### config.mk
export PLATFORM = sky130hd
export DESIGN_NAME = disp_bcd_formatter
export DESIGN_NICKNAME = d
export VERILOG_FILES = /design/src/rtl/disp_pkg.sv /design/src/rtl/bin2bcd_step.sv /design/src/rtl/disp_bcd_formatter.sv
export SDC_FILE = /design/constraint.sdc
export NUM_CORES = 1
export LEC_CHECK = 0
export ABC_AREA = 1
export ABC_CLOCK_PERIOD_IN_PS = 4420
export BUFFER_PORTS_ARGS = -buffer_cell sky130_fd_sc_hd__clkbuf_2
export CORE_MARGIN = 3
export CORE_UTILIZATION = 55
export DETAILED_ROUTE_END_ITERATION = 8
export PLACE_DENSITY = 0.8
export SLEW_MARGIN = 10
export SYNTH_ARGS = -nofsm -noshare
export SYNTH_HDL_FRONTEND = slang
export SYNTH_SLANG_ARGS = --single-unit
### constraint.sdc
create_clock -name clk -period 4.42 [get_ports clk]
set_clock_uncertainty 0.1 [all_clocks]
set_input_delay 0.221 -clock clk [delete_from_list [all_inputs] [get_ports clk]]
set_output_delay 0.221 -clock clk [all_outputs]
set_load 0.01 [all_outputs]
### src/rtl/disp_pkg.sv
// Purpose : shared types and constants for the display BCD formatter.
// Latency : n/a (types, constants and a combinational blanking helper).
// Backpr. : n/a.
package disp_pkg;

    typedef enum logic [1:0] {
        ST_IDLE,
        ST_SHIFT,
        ST_COMMIT
    } state_t;

    localparam int BCD_W   = 4;              // bits per BCD digit
    localparam int DIGITS  = 4;              // digits per display field
    localparam int FIELD_W = BCD_W * DIGITS; // bits per packed BCD field

    localparam logic [BCD_W-1:0] BLANK_NIBBLE = '0;

    // One display field after blanking: packed digits plus per-digit enables.
    typedef struct packed {
        logic [FIELD_W-1:0] dat;
        logic [DIGITS-1:0]  able;
    } field_t;

    // Leading-zero blanking: walk from the most significant digit down; once a
    // nonzero digit has been seen every lower digit stays lit. Digit 0 is always
    // lit so a zero amount still shows "0". A disabled field is fully dark.
    function automatic field_t blank_field(input logic en, input logic [FIELD_W-1:0] bcd);
        field_t f;
        logic   seen;
        f    = '0;
        seen = 1'b0;
        for (int k = DIGITS - 1; k >= 0; k--) begin
            seen = seen | (bcd[k*BCD_W +: BCD_W] != BLANK_NIBBLE) | (k == 0);
            if (en && seen) begin
                f.able[k]              = 1'b1;
                f.dat[k*BCD_W +: BCD_W] = bcd[k*BCD_W +: BCD_W];
            end else begin
                f.dat[k*BCD_W +: BCD_W] = BLANK_NIBBLE;
            end
        end
        return f;
    endfunction

endpackage

### src/rtl/bin2bcd_step.sv
// Purpose : one double-dabble iteration: add 3 to every BCD nibble >= 5, then
//           shift {bcd, bin} left by one bit.
// Latency : combinational. Backpr.: none.
// Ports   : bcd_i/bin_i current accumulator and remaining binary; bcd_o/bin_o next.
module bin2bcd_step
    import disp_pkg::*;
#(
    parameter int WIDTH = 14
) (
    input  logic [FIELD_W-1:0] bcd_i,
    input  logic [WIDTH-1:0]   bin_i,
    output logic [FIELD_W-1:0] bcd_o,
    output logic [WIDTH-1:0]   bin_o
);

    logic [FIELD_W-1:0] adj;

    always_comb begin
        adj = bcd_i;
        for (int k = 0; k < DIGITS; k++) begin
            if (bcd_i[k*BCD_W +: BCD_W] >= BCD_W'(5)) begin
                adj[k*BCD_W +: BCD_W] = bcd_i[k*BCD_W +: BCD_W] + BCD_W'(3);
            end
        end
        // The top BCD bit falls off; it is never set for inputs <= 9999.
        {bcd_o, bin_o} = {adj, bin_i} << 1;
    end

endmodule

### src/rtl/disp_bcd_formatter.sv
// Purpose : converts two binary amounts to 4-digit BCD fields with saturation,
//           leading-zero blanking and field enables, for the 8-digit driver.
// Latency : update sampled at edge N, outputs/done registered at edge N+WIDTH+1.
// Backpr. : none; update while busy is remembered (pending) and restarts at commit.
// Ports   : clk/rst (sync, active-high); left_val/right_val, left_en/right_en, update
//           in; dispdata, seg_able, ovf, done (1-cycle pulse), busy out.
module disp_bcd_formatter
    import disp_pkg::*;
#(
    parameter int WIDTH  = 14,
    parameter int MAXVAL = 9999
) (
    input  logic                 clk,
    input  logic                 rst,
    input  logic [WIDTH-1:0]     left_val,
    input  logic [WIDTH-1:0]     right_val,
    input  logic                 left_en,
    input  logic                 right_en,
    input  logic                 update,
    output logic [2*FIELD_W-1:0] dispdata,
    output logic [2*DIGITS-1:0]  seg_able,
    output logic                 busy,
    output logic                 done,
    output logic [1:0]           ovf
);

    localparam int               CNT_W    = $clog2(WIDTH);
    localparam logic [CNT_W-1:0] CNT_LAST = CNT_W'(WIDTH - 1);
    localparam logic [WIDTH-1:0] MAX_W    = WIDTH'(MAXVAL);

    state_t               state_q, state_d;
    logic [CNT_W-1:0]     cnt_q, cnt_d;
    logic [WIDTH-1:0]     lbin_q, lbin_d, rbin_q, rbin_d;
    logic [FIELD_W-1:0]   lbcd_q, lbcd_d, rbcd_q, rbcd_d;
    logic [1:0]           clamp_q, clamp_d;
    logic [1:0]           en_q, en_d;
    logic                 pend_q, pend_d;
    logic [2*FIELD_W-1:0] disp_q, disp_d;
    logic [2*DIGITS-1:0]  able_q, able_d;
    logic [1:0]           ovf_q, ovf_d;
    logic                 done_q, done_d;

    logic [FIELD_W-1:0]   lbcd_nx, rbcd_nx;
    logic [WIDTH-1:0]     lbin_nx, rbin_nx;
    logic                 capture;
    logic                 lclamp, rclamp;
    field_t               lfld, rfld;

    bin2bcd_step #(.WIDTH(WIDTH)) u_step_left (
        .bcd_i (lbcd_q),
        .bin_i (lbin_q),
        .bcd_o (lbcd_nx),
        .bin_o (lbin_nx)
    );

    bin2bcd_step #(.WIDTH(WIDTH)) u_step_right (
        .bcd_i (rbcd_q),
        .bin_i (rbin_q),
        .bcd_o (rbcd_nx),
        .bin_o (rbin_nx)
    );

    assign lclamp = (left_val  > MAX_W);
    assign rclamp = (right_val > MAX_W);

    // Blanking works on the finished accumulators and the enables captured with
    // the values, so each commit reflects one consistent input snapshot.
    assign lfld = blank_field(en_q[1], lbcd_q);
    assign rfld = blank_field(en_q[0], rbcd_q);

    always_comb begin
        state_d = state_q;
        cnt_d   = cnt_q;
        lbin_d  = lbin_q;
        rbin_d  = rbin_q;
        lbcd_d  = lbcd_q;
        rbcd_d  = rbcd_q;
        clamp_d = clamp_q;
        en_d    = en_q;
        pend_d  = pend_q;
        disp_d  = disp_q;
        able_d  = able_q;
        ovf_d   = ovf_q;
        done_d  = 1'b0;
        capture = 1'b0;

        case (state_q)
            ST_IDLE: begin
                capture = update;
            end
            ST_SHIFT: begin
                lbcd_d = lbcd_nx;
                lbin_d = lbin_nx;
                rbcd_d = rbcd_nx;
                rbin_d = rbin_nx;
                cnt_d  = cnt_q + CNT_W'(1);
                pend_d = pend_q | update;
                if (cnt_q == CNT_LAST) begin
                    state_d = ST_COMMIT;
                end
            end
            ST_COMMIT: begin
                disp_d  = {lfld.dat, rfld.dat};
                able_d  = {lfld.able, rfld.able};
                ovf_d   = clamp_q;
                done_d  = 1'b1;
                pend_d  = 1'b0;
                state_d = ST_IDLE;
                // A request that arrived during the conversion (or is present
                // now) starts the next one without dropping busy.
                capture = pend_q | update;
            end
            default: begin
                state_d = ST_IDLE;
            end
        endcase

        if (capture) begin
            lbin_d  = lclamp ? MAX_W : left_val;
            rbin_d  = rclamp ? MAX_W : right_val;
            clamp_d = {lclamp, rclamp};
            en_d    = {left_en, right_en};
            lbcd_d  = '0;
            rbcd_d  = '0;
            cnt_d   = '0;
            state_d = ST_SHIFT;
        end
    end

    always_ff @(posedge clk) begin
        if (rst) begin
            state_q <= ST_IDLE;
            cnt_q   <= '0;
            lbin_q  <= '0;
            rbin_q  <= '0;
            lbcd_q  <= '0;
            rbcd_q  <= '0;
            clamp_q <= '0;
            en_q    <= '0;
            pend_q  <= 1'b0;
            disp_q  <= '0;
            able_q  <= '0;
            ovf_q   <= '0;
            done_q  <= 1'b0;
        end else begin
            state_q <= state_d;
            cnt_q   <= cnt_d;
            lbin_q  <= lbin_d;
            rbin_q  <= rbin_d;
            lbcd_q  <= lbcd_d;
            rbcd_q  <= rbcd_d;
            clamp_q <= clamp_d;
            en_q    <= en_d;
            pend_q  <= pend_d;
            disp_q  <= disp_d;
            able_q  <= able_d;
            ovf_q   <= ovf_d;
            done_q  <= done_d;
        end
    end

    assign dispdata = disp_q;
    assign seg_able = able_q;
    assign ovf      = ovf_q;
    assign done     = done_q;
    assign busy     = (state_q != ST_IDLE);

endmodule

# Yosys cells after proc, flatten, opt, wreduce, memory -nomap -nowiden
# Cells that the tools add are included.
[totals]
word_cells = 100
register_bits = 114
inputBits = 33
output_inout_bits = 44
[op_classes]
eq_ne = 6
n_mux = 36
bitwise_logic = 6
order_cmp = 10
add_sub_neg = 9
n_reduce_logical = 19
[op_table]
columns = ["cell", "count"]
rows = [
  ["14-bit two-way mux", 6],
  ["4-bit two-way mux", 14],
  ["4-bit by 3-bit greater-or-equal comparator with 1-bit output, second input constant", 8],
  ["14-bit greater-than comparator, second input constant", 2],
  ["4-bit by 2-bit adder with 4-bit output, second input constant", 6],
  ["4-bit nonzero test", 6],
  ["1-bit two-way mux", 10],
  ["3-bit by 2-bit adder with 3-bit output, second input constant", 2],
  ["1-bit logical AND", 6],
  ["3-bit two-way mux", 2],
  ["2-bit nonzero test", 3],
  ["1-bit OR", 5],
  ["4-bit by 1-bit adder with 4-bit output, second input constant", 1],
  ["4-bit equality test, second input constant", 1],
  ["2-bit inequality test, second input constant", 2],
  ["1-bit one-hot mux with 2 select lines", 2],
  ["2-bit one-hot mux with 2 select lines", 1],
  ["2-bit AND reduction", 2],
  ["3-bit inequality test, second input constant", 1],
  ["2-bit by 1-bit equality test with 1-bit output, second input constant", 1],
  ["2-bit equality test, second input constant", 1],
  ["2-bit zero test", 1],
  ["2-bit two-way mux", 1],
  ["2-bit OR reduction", 1],
  ["1-bit inverter", 1],
]

# Logic depth before layout (Yosys ltp)
# Gate-level depths: netlist (run 1).
[depth]
ltp_word = 5
ltp_mapped = 11
mapped_depth_nobuf = 11

# Hierarchy
# Synthesis (run 1) repeated with hierarchy kept, for this count alone.
[hier_totals]
cells_unflattened = 855
area_unflattened_um2 = 5928.2
[modules_own_cells]
columns = ["module", "seq_area_each_um2", "cells_each", "area_each_um2", "n_inst"]
rows = [
  ["disp_bcd_formatter", 2282.2, 655, 4757.1, 1],
  ["bin2bcd_step", 0.0, 100, 585.6, 2],
]

# Worst setup path after synthesis (run 1)
# No wires, ideal clock.
[synth_path]
kind = "register to register"
from = "register state_q[0]"
to = "register lbin_q[2]"
path_stages_with_launch = 10
n_path_buf = 2
synth_period_minus_slack_ns = 1.703
arrival_time_ns = 1.484
required_ns = 4.201
setup_time_ns = 0.119
path_slack_ns = 2.717
cell_sequence = "dfxtp_1 -> inv_1 -> ha_1 -> buf_2 -> nand2_2 -> nand2_2 -> buf_2 -> or2_2 -> nand2_1 -> a21oi_1"
[synth_between]
elab_chain_len = 3
word_cells_on_any_way = 6
classes_between = "eq/ne: 2; mux: 2; reduce/logical: 2"
[synth_rtl]
columns = ["item", "line_no", "text"]
rows = [
  ["from (decl)", "disp_bcd_formatter.sv:31", "state_t state_q, state_d;"],
  ["from (signal assigned)", "disp_bcd_formatter.sv:146", "state_q <= state_d;"],
  ["2-bit equality test / 2-bit zero test (equally long branches)", "disp_bcd_formatter.sv:87", "case (state_q)"],
  ["1-bit one-hot mux with 2 select lines", "disp_bcd_formatter.sv:87", ""],
  ["14-bit two-way mux / 2-bit nonzero test (equally long branches)", "-", ""],
  ["to (signal assigned)", "disp_bcd_formatter.sv:148", "lbin_q <= lbin_d;"],
  ["to (decl)", "disp_bcd_formatter.sv:33", "logic [WIDTH-1:0] lbin_q, lbin_d, rbin_q, rbin_d;"],
]
# Parallel ways exist; a longest one is shown, timed or not.
# A chain may end at the register's enable or synchronous reset.

# Worst setup path after layout (run 1)
[layout_path]
from = "register state_q[0]"
to = "register rbcd_q[5]"
[layout_between]
elab_chain_len = 3
word_cells_on_any_way = 5
classes_between = "eq/ne: 2; mux: 1; reduce/logical: 2"
[layout_rtl]
columns = ["item", "line_no", "text"]
rows = [
  ["2-bit equality test / 2-bit zero test (equally long branches)", "disp_bcd_formatter.sv:87", ""],
  ["1-bit one-hot mux with 2 select lines", "disp_bcd_formatter.sv:87", ""],
  ["2-bit OR reduction (no source line)", "-", ""],
  ["to (signal assigned)", "disp_bcd_formatter.sv:151", "rbcd_q <= rbcd_d;"],
  ["to (decl)", "disp_bcd_formatter.sv:34", "logic [FIELD_W-1:0] lbcd_q, lbcd_d, rbcd_q, rbcd_d;"],
]
# Parallel ways exist; a longest one is shown, timed or not.

==> summary.md, run 1 <==
| Metric | Value |
|---|---|
| Syn avg cell area | `~7.1 um^2` |
| Share of layout cells above drive strength 1 | `0.159` |
| Synth cell types | `28` |
| Peak fanout along the critical path | `27` |
| CTS root buf | `clkbuf_8` |
| Synth Area in Simple Gates | `0.290` |
| Die Span X | `105 um` |
| WL final | `about 13000 um` |
| Mux cell area share after synthesis | `0` |
| Starting Density | `0.577` |
| Peak VDD IR | `about 0.25 mV` |
| Outcome | `complete, no violations` |
| Worst Max-Slew Pin Slew | `between 0.9 and 1 ns` |
| Peak Freq | `381 MHz` |
| Reg clk slew, reported paths | `0.06 ns` |
| Cell area after synthesis | `around 0.0054 mm^2` |
| Cells after synthesis | `around 770` |
| Core area | `between 0.009 and 0.01 mm^2` |
| Commonest non-fill, non-tap cell in the layout | `nand2_1` |
| Vias per cell | `approximately 5.3` |
| Kind of critical path | `flop to flop` |
| Fin crit period | `between 2 and 3 ns` |
| Routability Congestion | `roughly 0.9` |
| Maximum number of pins on one net before global-route repair | `70` |
| Die H | `around 110 um` |
| Detail Placement HPWL | `between 8000 and 9000 um` |
| Final hold vios | `0` |
| Grt total ovfl | `0` |
| Leak Pwr | `2.93 nW` |
| CP max stage cell | `nor2_4` |
| Power density over cell area | `410 mW/mm^2` |
| Detailed Routing Iterations Pass 1 | `5` |
| Setup WS pre-CTS | `around 1.9 ns` |
| Worst Setup Start Kind | `flop` |
| Clk buf depth | `2` |
| Slowest stage delay, CP | `0.41 ns` |
| Via Count | `5286` |
| Compound-Gate Fraction of Synth Area | `0.128` |
| Crit path max-delay family | `simple AND/OR/NAND/NOR gates` |
| Hold Crit Class | `primary input to flop` |
| Syn_nets | `between 800 and 900` |
| Synth Register Bits | `around 110` |
| Hold_buf cts | `27` |
| CTS tree | `done` |
| Area growth from synthesis to layout | `22.9%` |
| Post-CTS setup buffers | `0` |
| Port-buffer cells | `between 70 and 80` |
| Largest family of logic cells by synthesized area | `simple AND/OR/NAND/NOR gates` |
| Sum of buffers and inverters on the critical path | `3` |
| Adder-Cell Fraction of Synth Area | `0.0598` |
| Most frequent cells in the layout | `nand2_1 (185), dfxtp_1 (114), nor2_1 (85)` |
| DRC Markers | `0` |
| Clk sink count | `114` |
| Syn. warnings | `0` |
| Antenna violations before repair | `0` |
| Crit path arrival time | `just under 3 ns` |
| Critical path, cell by cell | `inv_1, ha_1, nand2_2, nand2_2, nor2_4, inv_2, a21oi_1, o21ai_0, inv_1` |
| Full die area | `0.0111 mm^2` |
| Setup WS post-layout | `~1.8 ns` |
| Initial drt markers | `399` |
| # setup viols final | `0` |
| GRT Total Usage | `0.245` |
| RSZ-0062 raised after global routing | `no` |
| Nets | `~920` |
| H-Tree Depth | `4` |
| Vias in the first global route | `between 4k and 5k` |
| Clk_lat worst skew | `roughly 0.51 ns` |
| N_diodes | `0` |
| Synth Area in XOR/XNOR | `0.0209` |
| MaxCap Viol Count | `0` |
| CTS resizes | `0` |
| Final max-slew violation count | `0` |
| Final period utilization | `0.593` |
| Crit end category | `flop` |
| Floorplan row count | `35` |
| Setup TNS | `0 ns` |
| Sequential share of the synthesized area | `0.420` |
| Worst relative slew slack | `0.342` |
| IO Pins | `77` |
| Drt wl/cell | `around 13 um` |
| CTS Buf Count | `17` |
| Post-route ant nets | `0` |
| Required time worst endpoint | `around 4.8 ns` |
| First-pass GRT wire length | `22500 um` |
per-layer routing:
layer | vias up | GRT usage | wire length, um
met2 | 152 | 0.426 | 6600
met4 | 0 | 0.0815 | 215
met1 | 2457 | 0.303 | 5930
met5 | - | 0 | 0
met3 | 23 | 0.0465 | 561
li1 | 2654 | - | -
final cells by class:
| cell class | count | area [um^2] |
|---|---|---|
| timing repair buffer | 106 | 673 |
| multi-input combinational | 546 | 2710 |
| fill | 716 | 2730 |
| tap | 129 | 161 |
| sequential | 114 | 2280 |
| clock inverter | 14 | 158 |
| clock buffer | 18 | 428 |
| inverter | 72 | 270 |
state kept, by name (all words and copies together) (netlist names):
signal / cells
dispdata: 32
rbcd_q: 16
state_q: 2
done: 1
rbin_q: 14
cnt_q: 4
clamp_q: 2
lbin_q: 14
lbcd_q: 16
pend_q: 1
en_q: 2
seg_able: 8
ovf: 2
power breakdown:
part           switching, W  internal, W  total [W]
logic              0.000202     0.000109   0.000311
clock network      0.000500     0.000823    0.00132
registers         0.0000307      0.00107    0.00110
total              0.000733      0.00201    0.00274
metrics by stage:
stage / area, um^2 / hold slack [ns] / power [W] / instances / utilization
after floorplan: 5440 / 0.256 / 0.00134 / 769 / -
after global placement: 5830 / 0.343 / 0.00139 / 940 / 0.619
final: 6680 / 0.0248 / 0.00274 / 999 / 0.710
after global routing: 6680 / 0.0222 / 0.00284 / 999 / 0.710
after CTS: 6680 / 0.00976 / 0.00274 / 999 / 0.710
after detailed placement: 5830 / 0.347 / 0.00141 / 940 / 0.619
worst paths after layout:
check                           from                endpoint  slack (ns)  cells after the start
max          state_q[0]$_SDFFE_PP0P_  rbcd_q[5]$_SDFFE_PP0P_        1.80                      9
min                     right_val[8]  rbin_q[8]$_SDFFE_PP0P_        0.02                      5
max reg2reg  state_q[0]$_SDFFE_PP0P_  rbcd_q[5]$_SDFFE_PP0P_        1.80                      9
min reg2reg  clamp_q[0]$_SDFFE_PP0P_     ovf[0]$_SDFFE_PP0P_        0.36                      2
kinds of logic (layout without fill, tap and decap cells):
family / count (synthesis) / after routing
AND/OR/NAND/NOR: 371 / 371
AO/OA/AOI/OAI: 136 / 136
flip-flops: 114 / 114
buffers and inverters: 109 / 210
adder cells (fa/ha/maj): 26 / 26
XOR/XNOR: 13 / 13
worst reg2reg max path: cells and delay by family (launching register included):
| kind | cells | cell delay, ns |
|---|---|---|
| simple gates | 3 | 1.02 |
| buf+inv | 3 | 0.49 |
| fa+ha+maj | 1 | 0.31 |
| flops | 1 | 0.37 |
| compound gates | 2 | 0.30 |
Yosys cell counts:
library cell	number	share of area
inv_1	68	0.047
nand4_1	16	0.018
nor2_2	2	0.0023
o21ai_0	48	0.044
nor3_1	3	0.0028
nand2_2	5	0.0058
a21oi_2	1	0.0016
buf_1	3	0.0021
dfxtp_1	114	0.42
buf_2	13	0.012
xor2_1	9	0.015
inv_2	2	0.0014
buf_6	2	0.0041
nand3_1	59	0.054
clkbuf_1	17	0.012
xnor2_1	4	0.0064
nand2_1	185	0.13
buf_4	2	0.0028
ha_1	26	0.060
nor2_4	1	0.0021
nor3b_1	1	0.0014
nor2_1	85	0.059
o21ai_1	1	0.00092
a31oi_1	5	0.0058
a21oi_1	80	0.074
o21a_1	1	0.0014
or2_2	14	0.016
clkinv_1	2	0.0014
No activity file was read; power rests on OpenSTA's default activity.
==> inputs of run 2 (changes only) <==
--- a/config.mk
+++ b/config.mk
@@ -5,13 +5,13 @@
 export SDC_FILE = /design/constraint.sdc
 export NUM_CORES = 1
 export LEC_CHECK = 0
-export ABC_AREA = 1
-export ABC_CLOCK_PERIOD_IN_PS = 4420
+export ABC_AREA = 0
+export ABC_CLOCK_PERIOD_IN_PS = 2300
 export BUFFER_PORTS_ARGS = -buffer_cell sky130_fd_sc_hd__clkbuf_2
 export CORE_MARGIN = 3
-export CORE_UTILIZATION = 55
+export CORE_UTILIZATION = 51
 export DETAILED_ROUTE_END_ITERATION = 8
-export PLACE_DENSITY = 0.8
+export PLACE_DENSITY = 0.78
 export SLEW_MARGIN = 10
 export SYNTH_ARGS = -nofsm -noshare
 export SYNTH_HDL_FRONTEND = slang
==> constraint.sdc (replaced) <==
create_clock -name clk -period 2.3 [get_ports clk]
set_clock_uncertainty 0.1 [all_clocks]
set_input_delay 0.115 -clock clk [delete_from_list [all_inputs] [get_ports clk]]
set_output_delay 0.115 -clock clk [all_outputs]
set_load 0.01 [all_outputs]
==> run 2 against run 1 <==
Against the previous run: synthesized area is 2.8% lower; via count fell by 9.0%; critical path type unchanged; non-clock buffer count rose by 11; clock power up 90%; sequential share of layout area rose by 0.44 points; routed wire length increased by 0.42%; combinational power is 44% higher; largest power group unchanged; core utilization shrank 4.4 points; die area is 4.5% higher.
==> summary.md, run 2 <==
| Metric | Value |
|---|---|
| Synth Register Bits | `114 (unchanged)` |
| Worst Max-Slew Pin Slew | `0.746 ns (-0.241 ns)` |
| # setup viols final | `0 (unchanged)` |
| Critical path, cell by cell | `inv_1, ha_1, and2_1, or3_1, buf_4, a211oi_1` |
| Post-synth EDFFs | `0 (unchanged)` |
| Sequential share of the synthesized area | `0.432 (+0.0122)` |
| Crit path max-delay family | `simple AND/OR/NAND/NOR gates` |
| Ys flop type | `dfxtp_1` |
| WL final | `13400 um (+0.42%)` |
| Final Non-Filler Cells | `841 (-16%)` |
| First-pass GRT wire length | `22400 um (-0.37%)` |
| Nets | `755 (-18%)` |
| Max reg flops | `32 (unchanged)` |
| DRC Markers | `0 (unchanged)` |
| Most frequent cells in the layout | `dfxtp_1 (114), clkbuf_2 (76), a21oi_1 (58)` |
| Area growth from synthesis to layout | `24.9%` |
| Setup TNS | `0 ns (unchanged)` |
| Share of the synthesized area in the top cell type | `0.432 (+0.0122)` |
| Synth cell types | `42 (+50%)` |
| Drt wl/cell | `15.9 um (+19%)` |
| CP max stage cell | `dfxtp_1` |
| CTS tree | `done` |
| Top cells by area, synth | `dfxtp_1 (43%), ha_1 (6.2%), a21oi_1 (5.5%)` |
| Crit path arrival time | `2.32 ns (-0.66 ns)` |
| IO Pins | `77 (unchanged)` |
| Maximum number of pins on one net before global-route repair | `74 (+5.7%)` |
| Fill count | `779 (+8.8%)` |
| MaxCap Viol Count | `0 (unchanged)` |
| Detail Placement HPWL | `8420 um (-1.3%)` |
| Reg clk slew, reported paths | `0.05 ns (about the same)` |
| Initial drt markers | `300 (-25%)` |
| Sum of buffers and inverters on the critical path | `2 (-1)` |
| Clk sink count | `114 (unchanged)` |
| Placed cell count | `779 (-17%)` |
| Most common cell in the netlist | `dfxtp_1` |
| Worst Setup Start Kind | `flop` |
| Final max-slew violation count | `0 (unchanged)` |
| Fin crit period | `2.00 ns (-0.624 ns)` |
| Syn avg cell area | `8.82 um^2 (+25%)` |
| Full die area | `0.0116 mm^2 (+4.5%)` |
| Post-CTS setup buffers | `0 (unchanged)` |
| Die H | `108 um (+2.2%)` |
| Outcome | `complete, no violations` |
| GRT Total Usage | `0.244 (-0.000687)` |
| N_diodes | `0 (unchanged)` |
| Detailed Routing Iterations Pass 1 | `7 (+2)` |
| Crit end category | `flop` |
| Grt total ovfl | `0 (unchanged)` |
| Cells after synthesis | `599 (-22%)` |
| Area leader, netlist | `dfxtp_1` |
| RSZ-0062 raised after global routing | `no` |
| Commonest non-fill, non-tap cell in the layout | `dfxtp_1` |
| Synth top cells by count | `dfxtp_1 (114), a21oi_1 (58), nand2_1 (57), nor2_1 (54), nand3_1 (35)` |
| Routability Congestion | `0.819 (-8.9%)` |
| Multi-input gate area | `0.00272 mm^2 (+0.32%)` |
| Setup WS pre-CTS | `0.336 ns (-1.55 ns)` |
| Leak Pwr | `2.45 nW (-16%)` |
| Core area | `0.00991 mm^2 (+5.2%)` |
| Kind of critical path | `flop to flop` |
| Die Span X | `108 um (+2.2%)` |
| Via Count | `4809 (-9.0%)` |
| Final period utilization | `0.869 (+0.276)` |
| Syn_nets | `658 (-21%)` |
| Pwr Total | `0.00504 W (+84%)` |
| Clk_lat worst skew | `0.51 ns (about the same)` |
| Starting Density | `0.533 (-0.0443)` |
| Register area | `0.00228 mm^2 (unchanged)` |
| Final hold vios | `0 (unchanged)` |
| Port-buffer cells | `76 (unchanged)` |
| Peak fanout along the critical path | `32 (+19%)` |
| Share of layout cells above drive strength 1 | `0.196 (+0.0377)` |
| Setup WS post-layout | `0.301 ns (-1.50 ns)` |
| Slowest stage delay, CP | `0.37 ns (-0.04 ns)` |
| Power density over cell area | `763 mW/mm^2 (+86%)` |
| Hold Crit Class | `primary input to flop` |
| Worst relative slew slack | `0.503 (+0.161)` |
| Antenna violations before repair | `0 (unchanged)` |
| Required time worst endpoint | `2.62 ns (-2.15 ns)` |
| CTS Buf Count | `17 (unchanged)` |
| CTS root buf | `clkbuf_8` |
| Vias in the first global route | `4720 (-5.2%)` |
| Clk buf depth | `2 (unchanged)` |
| Floorplan row count | `36 (+2.9%)` |
| Peak Freq | `500 MHz (+31%)` |
| Vias per cell | `5.72 (+8.1%)` |
| Post-route ant nets | `0 (unchanged)` |
| FFs w/ async S/R, synth | `0 (unchanged)` |
| Cell area after synthesis | `0.00528 mm^2 (-2.8%)` |
| H-Tree Depth | `4 (unchanged)` |
| Syn. warnings | `0 (unchanged)` |
| Peak VDD IR | `0.672 mV (+160%)` |
## run 2: final cells by class
class                           count  share of cell area
Clock buffer                       22              0.0702
Clock inverter                      9              0.0161
Inverter                           22              0.0125
Multi-Input combinational cell    424               0.412
Sequential cell                   114               0.346
Tap cell                          133              0.0252
Timing Repair Buffer              117               0.118
## run 2: stage by stage
step,cell area [um^2],utilization,hold WS [ns]
after floorplan,5280,-,0.132
after global placement,5720,0.577,0.233
after detailed placement,5720,0.577,0.243
after CTS,6600,0.666,0.0298
after global routing,6600,0.666,0.0429
final,6600,0.666,0.0497
## run 2: repair_timing
item | in CTS | in global routing
hold buffers | 31 | 0
hold endpoints to repair | 31 | 0
resized for setup | 0 | 0
setup endpoints to repair | 0 | 0
## run 2: cells by family after synthesis
logic type / after synthesis / synth area share
xor gates and xnor gates: 7 / 0.0116
muxes: 24 / 0.0464
buffers and inverters: 61 / 0.0540
DFF: 114 / 0.432
and+or+nand+nor: 213 / 0.195
adders and majority gates: 26 / 0.0616
AOI/OAI and AO/OA: 154 / 0.199
## run 2: tightest hold or removal path: stages
cell and delay (ns):
clkbuf_2 0.11, or3_1 0.12, buf_4 0.20, nor2_1 0.06
## run 2: worst paths after layout
path | to | slack (ns) | from | depth (start not counted)
worst max-delay path | rbcd_q[12]$_SDFFE_PP0P_ | 0.30 | state_q[0]$_SDFFE_PP0P_ | 6
worst min-delay path | cnt_q[0]$_SDFFE_PP0P_ | 0.05 | rst | 4
worst max register to register | rbcd_q[12]$_SDFFE_PP0P_ | 0.30 | state_q[0]$_SDFFE_PP0P_ | 6
worst min register to register | dispdata[18]$_SDFFE_PP0P_ | 0.36 | dispdata[18]$_SDFFE_PP0P_ | 2
## run 2: metal layers
metal,vias up,GRT usage,part of all wire
met1,2252,0.284,0.40
met2,192,0.429,0.51
met4,0,0.0920,0.022
li1,2337,-,-
met5,-,0,0
met3,28,0.0612,0.067
## run 2: report_power, final
part | switching [W] | total, W | internal, W | leakage (nW)
Clock | 0.000891 | 0.00251 | 0.00161 | 0.273
Sequential | 0.0000440 | 0.00208 | 0.00204 | 0.925
Combinational | 0.000264 | 0.000448 | 0.000184 | 1.26
==> inputs of run 3 (changes only) <==
--- a/config.mk
+++ b/config.mk
@@ -11,7 +11,7 @@
 export CORE_MARGIN = 3
 export CORE_UTILIZATION = 51
 export DETAILED_ROUTE_END_ITERATION = 8
-export PLACE_DENSITY = 0.78
+export PLACE_DENSITY = 0.75
 export SLEW_MARGIN = 10
 export SYNTH_ARGS = -nofsm -noshare
 export SYNTH_HDL_FRONTEND = slang
==> run 3 against run 2 <==
Against the previous run: fmax down 6.2%; clock-buffer cell count is 3 lower; die area unchanged; critical path type unchanged; combinational power up 2%; sequential power is essentially flat.
==> summary.md, run 3 (synthesized netlist as in run 2, its figures left out) <==
| Metric | Value |
|---|---|
| Share of layout cells above drive strength 1 | `0.203 (+0.00704)` |
| Crit end category | `flop` |
| CTS tree | `done` |
| Starting Density | `0.533 (unchanged)` |
| Worst Max-Slew Pin Slew | `0.764 ns (+0.0186 ns)` |
| Setup WS post-layout | `0.170 ns (-0.132 ns)` |
| Reg clk slew, reported paths | `0.06 ns (about the same)` |
| Antenna violations before repair | `0 (unchanged)` |
| RR Endpoint | `cnt_q[1]$_SDFFE_PP0P_` |
| RSZ-0062 raised after global routing | `no` |
| Required time worst endpoint | `2.62 ns (about the same)` |
| Vias in the first global route | `4582 (-2.9%)` |
| Worst Setup Start Kind | `flop` |
| Max reg flops | `32 (unchanged)` |
| Post-route core utilization | `0.675 (+0.00922)` |
| FF-to-FF Start | `state_q[0]$_SDFFE_PP0P_` |
| CP Launch Point | `state_q[0]$_SDFFE_PP0P_` |
| Peak Freq | `469 MHz (-6.2%)` |
| Setup WS pre-CTS | `0.168 ns (-0.168 ns)` |
| Hold_buf cts | `32 (+3.2%)` |
| WHS Endpoint | `rbin_q[5]$_SDFFE_PP0P_` |
| Hold Path Origin | `right_val[5]` |
| Hold Crit Class | `primary input to flop` |
| Post-CTS setup buffers | `0 (unchanged)` |
| Fin crit period | `2.13 ns (+0.132 ns)` |
| N_diodes | `0 (unchanged)` |
| Via Count | `4753 (-1.2%)` |
| Worst relative slew slack | `0.491 (-0.0124)` |
| Pwr Total | `0.00523 W (+3.9%)` |
| Final hold vios | `0 (unchanged)` |
| Die Span X | `108 um (unchanged)` |
| Peak VDD IR | `0.442 mV (-34%)` |
| CTS root buf | `clkbuf_8` |
| Clk sink count | `114 (unchanged)` |
| R2R Setup Slk | `0.17 ns (-0.13 ns)` |
| Most frequent cells in the layout | `dfxtp_1 (114), clkbuf_2 (76), a21oi_1 (58)` |
| DRC Markers | `0 (unchanged)` |
| Maximum number of pins on one net before global-route repair | `74 (unchanged)` |
| Hold path depth | `3 (-1)` |
| GRT Total Usage | `0.229 (-0.0151)` |
| MaxCap Viol Count | `0 (unchanged)` |
| Die H | `108 um (unchanged)` |
| Setup TNS | `0 ns (unchanged)` |
| Leak Pwr | `2.50 nW (+1.8%)` |
| Drt wl/cell | `15.0 um (-5.5%)` |
| Routability Congestion | `0.838 (+2.3%)` |
| Peak fanout along the critical path | `10 (-69%)` |
| Core area | `0.00991 mm^2 (unchanged)` |
| Final period utilization | `0.926 (+0.0572)` |
| Full die area | `0.0116 mm^2 (unchanged)` |
| WL final | `12700 um (-4.9%)` |
| Outcome | `complete, no violations` |
| Detailed Routing Iterations Pass 1 | `4 (-3)` |
| Crit path arrival time | `2.45 ns (+0.13 ns)` |
| Commonest non-fill, non-tap cell in the layout | `dfxtp_1` |
| Nets | `759 (+0.53%)` |
| Final max-slew violation count | `0 (unchanged)` |
| Cells on worst reg2reg path | `6 (unchanged)` |
| CTS Buf Count | `17 (unchanged)` |
| Post-route ant nets | `0 (unchanged)` |
| H-Tree Depth | `4 (unchanged)` |
| CTS resizes | `0 (unchanged)` |
| Area growth from synthesis to layout | `26.6%` |
| IO Pins | `77 (unchanged)` |
| Kind of critical path | `flop to flop` |
| Clk_lat worst skew | `0.51 ns (about the same)` |
| Power density over cell area | `782 mW/mm^2 (+2.5%)` |
| Detail Placement HPWL | `8010 um (-4.8%)` |
| First-pass GRT wire length | `21400 um (-4.6%)` |
| # setup viols final | `0 (unchanged)` |
| Vias per cell | `5.62 (-1.7%)` |
| Initial drt markers | `241 (-20%)` |
| Port-buffer cells | `76 (unchanged)` |
| Floorplan row count | `36 (unchanged)` |
| Grt total ovfl | `0 (unchanged)` |
| Clk buf depth | `2 (unchanged)` |
==> run 3: routing by layer <==
| metal | wire length (um) | vias to the layer above | track usage |
|---|---|---|---|
| met4 | 262 | 0 | 0.0920 |
| met3 | 664 | 24 | 0.0576 |
| met5 | 0 | - | 0 |
| met1 | 5600 | 2232 | 0.284 |
| li1 | - | 2345 | - |
| met2 | 6180 | 152 | 0.379 |
==> run 3: cell type report <==
| class | count | area, um^2 |
|---|---|---|
| clock inverter | 13 | 183 |
| fill | 762 | 3220 |
| multi-input combinational | 424 | 2720 |
| timing repair buffer | 121 | 823 |
| clock buffer | 19 | 432 |
| inverter | 22 | 82.6 |
| sequential | 114 | 2280 |
| tap | 133 | 166 |
==> run 3: worst max-delay path, cell delays in order (launching register included) <==
cell and delay (ns):
dfxtp_1 0.36, inv_1 0.09, ha_1 0.27, and2_1 0.19, or3_2 0.61, buf_4 0.23
a211oi_1 0.19
==> run 3: power by group <==
group / switching [W] / leakage, nW / internal, W
Combinational: 0.000262 / 1.28 / 0.000193
Sequential: 0.0000384 / 0.925 / 0.00204
Clock: 0.000914 / 0.291 / 0.00179
Total: 0.00121 / 2.50 / 0.00402
==> run 3: through the flow <==
stage                     instance area, um^2  hold WS, ns  instances
after floorplan                          5280        0.132        599
after global placement                   5750        0.232        782
after detailed placement                 5750        0.236        782
after CTS                                6690        0.245        846
after global routing                     6690        0.270        846
final                                    6690        0.263        846
==> run 3: how the worst max path moves through the flow <==
| stage | to | slack [ns] | cells after the start |
|---|---|---|---|
| after floorplan | lbcd_q[13]$_SDFFE_PP0P_ | 0.55 | 8 |
| after global routing | cnt_q[1]$_SDFFE_PP0P_ | 0.03 | 6 |
| after CTS | cnt_q[1]$_SDFFE_PP0P_ | 0.16 | 6 |
| final | cnt_q[1]$_SDFFE_PP0P_ | 0.17 | 6 |
| after detailed placement | cnt_q[1]$_SDFFE_PP0P_ | 0.17 | 6 |
| after global placement | cnt_q[1]$_SDFFE_PP0P_ | 0.26 | 6 |
